===== config.mk =====
export PLATFORM = sky130hd
export DESIGN_NAME = alarm_mode_ctrl
export DESIGN_NICKNAME = d
export VERILOG_FILES = /design/src/rtl/alarm_mode_ctrl.sv
export SDC_FILE = /design/constraint.sdc
export NUM_CORES = 1
export LEC_CHECK = 0
export CELL_PAD_IN_SITES_DETAIL_PLACEMENT = 0
export CELL_PAD_IN_SITES_GLOBAL_PLACEMENT = 1
export CORE_AREA = 4 4 61 63
export CTS_BUF_LIST = sky130_fd_sc_hd__clkbuf_8
export CTS_CLUSTER_SIZE = 12
export DETAILED_ROUTE_END_ITERATION = 12
export DIE_AREA = 0 0 65 67
export HOLD_SLACK_MARGIN = 0.06
export PLACE_DENSITY_LB_ADDON = 0.2
export SLEW_MARGIN = 10
export SYNTH_ARGS = -nofsm -noshare
export SYNTH_HDL_FRONTEND = slang
export SYNTH_SLANG_ARGS = --single-unit

===== constraint.sdc =====
create_clock -name clk -period 2.7 [get_ports clk]
set_clock_uncertainty 0.2 [all_clocks]
set_input_delay 0.54 -clock clk [delete_from_list [all_inputs] [get_ports clk]]
set_output_delay 0.54 -clock clk [all_outputs]
set_load 0.01 [all_outputs]

===== src/rtl/alarm_mode_ctrl.sv =====
// Alarm clock mode controller: per-button rising-edge detection, press arbitration,
// and run/adjust sequencing with inc/dec/alarm_stop pulses and an inactivity timeout.
module alarm_mode_ctrl #(
    parameter int TIMEOUT_S = 10
) (
    input  logic       clk,
    input  logic       rst,
    input  logic       btn_c,
    input  logic       btn_l,
    input  logic       btn_r,
    input  logic       btn_u,
    input  logic       btn_d,
    input  logic       tick_1hz,
    input  logic       alarm_ring,
    output logic       clk_en,
    output logic       adjust,
    output logic [1:0] sel,
    output logic       inc,
    output logic       dec,
    output logic       alarm_stop,
    output logic [4:0] mode_led
);

    localparam int TW = $clog2(TIMEOUT_S + 1);

    typedef enum logic [1:0] {
        ED_IDLE,
        ED_PULSE,
        ED_HELD
    } ed_state_t;

    typedef enum logic [2:0] {
        CLOCK,
        ADJ_HOUR,
        ADJ_MIN,
        ADJ_AHOUR,
        ADJ_AMIN
    } mode_t;

    // Button bit order: [0]c [1]l [2]r [3]u [4]d
    logic [4:0] btn;
    assign btn = {btn_d, btn_u, btn_r, btn_l, btn_c};

    ed_state_t ed_q [5];
    ed_state_t ed_d [5];
    logic [4:0] edge_v;

    always_ff @(posedge clk) begin
        for (int i = 0; i < 5; i++) begin
            if (!rst) ed_q[i] <= ED_IDLE;
            else      ed_q[i] <= ed_d[i];
        end
    end

    always_comb begin
        for (int i = 0; i < 5; i++) begin
            ed_d[i]   = ED_IDLE;
            edge_v[i] = (ed_q[i] == ED_PULSE);
            if (btn[i]) begin
                if (ed_q[i] == ED_IDLE) ed_d[i] = ED_PULSE;
                else                    ed_d[i] = ED_HELD;
            end
        end
    end

    // Priority c > (l xor r) > (u xor d); conflicting pairs cancel each other.
    logic any_edge, lr_act, act_c, act_l, act_r, act_u, act_d;

    always_comb begin
        any_edge = |edge_v;
        lr_act   = edge_v[1] ^ edge_v[2];
        act_c    = edge_v[0];
        act_l    = !edge_v[0] && edge_v[1] && !edge_v[2];
        act_r    = !edge_v[0] && edge_v[2] && !edge_v[1];
        act_u    = !edge_v[0] && !lr_act && edge_v[3] && !edge_v[4];
        act_d    = !edge_v[0] && !lr_act && edge_v[4] && !edge_v[3];
    end

    mode_t         state_q, state_d;
    logic [TW-1:0] cnt_q, cnt_d;
    logic          inc_d, dec_d, stop_d;
    logic          clk_en_d, adjust_d;
    logic [1:0]    sel_d;
    logic [4:0]    led_d;

    always_ff @(posedge clk) begin
        if (!rst) begin
            state_q    <= CLOCK;
            cnt_q      <= '0;
            clk_en     <= 1'b1;
            adjust     <= 1'b0;
            sel        <= 2'b00;
            inc        <= 1'b0;
            dec        <= 1'b0;
            alarm_stop <= 1'b0;
            mode_led   <= 5'b00001;
        end else begin
            state_q    <= state_d;
            cnt_q      <= cnt_d;
            clk_en     <= clk_en_d;
            adjust     <= adjust_d;
            sel        <= sel_d;
            inc        <= inc_d;
            dec        <= dec_d;
            alarm_stop <= stop_d;
            mode_led   <= led_d;
        end
    end

    always_comb begin
        state_d = state_q;
        cnt_d   = cnt_q;
        inc_d   = 1'b0;
        dec_d   = 1'b0;
        stop_d  = 1'b0;
        if (state_q == CLOCK) begin
            cnt_d = '0;
            if (alarm_ring)  stop_d  = any_edge;
            else if (act_c)  state_d = ADJ_HOUR;
        end else if (any_edge) begin
            // A button edge always restarts the inactivity window, even one that loses arbitration.
            cnt_d = '0;
            if (act_c) begin
                state_d = CLOCK;
            end else if (act_r) begin
                case (state_q)
                    ADJ_HOUR:  state_d = ADJ_MIN;
                    ADJ_MIN:   state_d = ADJ_AHOUR;
                    ADJ_AHOUR: state_d = ADJ_AMIN;
                    default:   state_d = ADJ_HOUR;
                endcase
            end else if (act_l) begin
                case (state_q)
                    ADJ_HOUR:  state_d = ADJ_AMIN;
                    ADJ_MIN:   state_d = ADJ_HOUR;
                    ADJ_AHOUR: state_d = ADJ_MIN;
                    default:   state_d = ADJ_AHOUR;
                endcase
            end else begin
                inc_d = act_u;
                dec_d = act_d;
            end
        end else if (tick_1hz) begin
            if (cnt_q == TW'(TIMEOUT_S - 1)) begin
                state_d = CLOCK;
                cnt_d   = '0;
            end else begin
                cnt_d = cnt_q + TW'(1);
            end
        end
    end

    always_comb begin
        clk_en_d = (state_d == CLOCK);
        adjust_d = (state_d != CLOCK);
        sel_d    = 2'b00;
        led_d    = 5'b00001;
        case (state_d)
            ADJ_HOUR:  begin sel_d = 2'b00; led_d = 5'b00010; end
            ADJ_MIN:   begin sel_d = 2'b01; led_d = 5'b00100; end
            ADJ_AHOUR: begin sel_d = 2'b10; led_d = 5'b01000; end
            ADJ_AMIN:  begin sel_d = 2'b11; led_d = 5'b10000; end
            default:   begin sel_d = 2'b00; led_d = 5'b00001; end
        endcase
    end

endmodule


==> metrics.txt <==
layout filler cell count approximately 330; setup bufs post-CTS 0; Critical Path AT between 2 and 2.5 ns; Final Hold Fails 0; core footprint ~3200 um2; clk root buf clkbuf_8; leading cell type in the layout, fill and taps excluded dfxtp_1; Clock Path Buffers 2; pwr/cell area slightly below 600 nW/um2; area of the mapped netlist 1249 um2; R2R setup slack ~0.36 ns; WL/cell 11.91 um; cts bufs inserted 5; initial DRC count 73; sequential share of power 0.482; Post-CTS Resized 0; Ports 21; final worst slack 0.3580 ns; hold depth 1; r2r endpoint mode_led[1]; Syn Area/Cell between 9 and 10 um2; area grow syn2layout 29.46%; min Tclk post-route 2.342 ns; die width around 65 um; hold buffer count at cts 0; first-pass GRT wire length ~4400 um; most frequent cells in the layout dfxtp_1 (29), clkdlybuf4s50_1 (20), nor2_1 (16), nand2_1 (10), nor3_1 (8); crit end category register; peak supply drop slightly below 300 uV; Tightest Pin Transition 0.7808 ns; Die Area 4355 um2; Psw 0.0002109 W; hold path startpoint ed_q[4][0]; Net Count, Synth roughly 140; Fin Setup TNS 0 ns; Max stage delay on crit path 0.51 ns; Pleak 0.6062 nW; DR vias 1019; H-tree levels 2; max_cap viols 0; post-synthesis sequential area ratio 0.4649; Hold Crit Class register to register; Seq cells post-synth 29; port buffer count 20; crit path launch type primary input; Antenna Nets Post-Route 0; # nets final ~170; Clk pwr share 0.407; Setup CP Type primary input to register; max-slew violations 0; Gate power share 0.111; cells along the critical path clkdlybuf4s50_1, nand2_1, nor3b_1, mux2_4, o221ai_2, a2111oi_4, a31oi_1; CP max-delay cell clkdlybuf4s50_1; router iterations before antenna repair 4; post-synthesis cell type count 46; share of layout cells above drive strength 1 0.1447; switching share of power 0.2260; CTS tree built; CP Buf/Inv Count 1; reg2reg path depth 9; initial antenna violation count 0; number of synthesis warnings 0; Clock Pin Slew Worst Setup and Hold Paths approximately 0.06 ns; Post-synth EDFFs 0; async set-reset flop share out of synthesis 0; largest net degree at the start of global routing 14; CP startpoint tick_1hz; Crit path max-delay family compound AO/OA/AOI/OAI gates; DRC 0; worst skew pair latency around 0.27 ns; vias in the first global route about 1000; crit share post-route 0.8674; FF-to-FF Start ed_q[2][1]; fmax between 400 and 500 MHz; Starting Density 0.3864; die span in y ~67 um; Rows 21; final setup fails 0; GRT Util Overall 0.1374; Placement Setup Slack 0.06178 ns; status completed; CP max FO 6; # diodes 0; Most used DFF post-synth dfxtp_1; Int Power between 0.0007 and 0.0008 W; clock sink count 29; Max-slew headroom 0.4739; vias per cell roughly 5.0; DPL Wire Length ~1900 um; Cells after Synth 131; Worst Hold End ed_q[4][0]; Placer Congestion about 0.78; total gr overflow 0; Worst Path Required 2.65 ns; RSZ-0062 raised after global routing false; DRT Wirelength approximately 2400 um
==> cell type report <==
cell class / count / area [um2] / area share
flip-flops and latches: 29 / 580.6 / 0.3591
clock buffers: 7 / 96.34 / 0.05960
well taps: 46 / 57.56 / 0.03560
repair buffers: 23 / 222.7 / 0.1378
clock inverters: 1 / 5.005 / 0.003096
multi-input cells: 96 / 643.1 / 0.3978
inverters: 3 / 11.26 / 0.006966
==> registers in the layout (all words and copies together) (netlist names) <==
signal and flops:
state_q 3, mode_led 5, dec 1, ed_q 10, cnt_q 4, sel 2, adjust 1, inc 1
alarm_stop 1, clk_en 1
==> Yosys cell counts, types with 2 or more instances <==
library cell	instances	area share
o21a_1	2	0.012
nor2_1	16	0.048
a21o_1	3	0.018
nand2b_1	2	0.010
nand3_1	2	0.0080
nand2_1	10	0.030
o21ai_0	5	0.020
nor4_1	2	0.010
nor3_1	8	0.032
a31oi_1	3	0.015
buf_2	2	0.0080
inv_2	2	0.0060
and3_1	3	0.015
dfxtp_1	29	0.46
a21oi_1	4	0.016
nor3b_1	6	0.036
nor2b_1	2	0.010
and2_1	2	0.010
==> cell families after synthesis <==
logic type,synth area share
AOI/OAI and AO/OA,0.1834
xor gates and xnor gates,0.02706
and+or+nand+nor,0.2826
adders and majority gates,0.01002
muxes,0.01202
DFF,0.4649
buffers and inverters,0.02004
==> power by group through the flow <==
stage                     sequential, W  combinational [W]  clock (W)
after CTS                      0.000450           0.000104   0.000398
after floorplan                0.000460          0.0000642          0
final                          0.000450           0.000103   0.000380
after global placement         0.000459           0.000103          0
after detailed placement       0.000459           0.000104          0
after global routing           0.000452           0.000115   0.000421
==> per-layer routing <==
layer,vias up,part of all wire,GRT usage
li1,526,-,-
met1,464,0.46,0.1537
met2,24,0.48,0.2222
met3,5,0.045,0.05734
met4,0,0.023,0.07124
met5,-,0,0
==> metrics by stage <==
stage	hold slack [ns]	instance area [um2]	util	power, W	cells
floorplan	0.2105	1249	-	0.0005242	131
global placement	0.2179	1515	0.4688	0.0005613	197
detailed placement	0.2335	1515	0.4688	0.0005629	197
CTS	0.2413	1617	0.5002	0.0009517	205
global route	0.2704	1617	0.5002	0.0009880	205
finish	0.2394	1617	0.5002	0.0009331	205
==> how the worst max path moves through the flow <==
stage	slack [ns]	endpoint	depth (start not counted)
finish	0.36	mode_led[0]	7
global route	0.17	mode_led[0]	7
CTS	0.34	mode_led[1]	9
detailed placement	0.06	mode_led[0]	7
global placement	0.08	mode_led[0]	7
floorplan	0.51	sel[1]	8
Note: power is estimated with default switching activity, not from simulation.
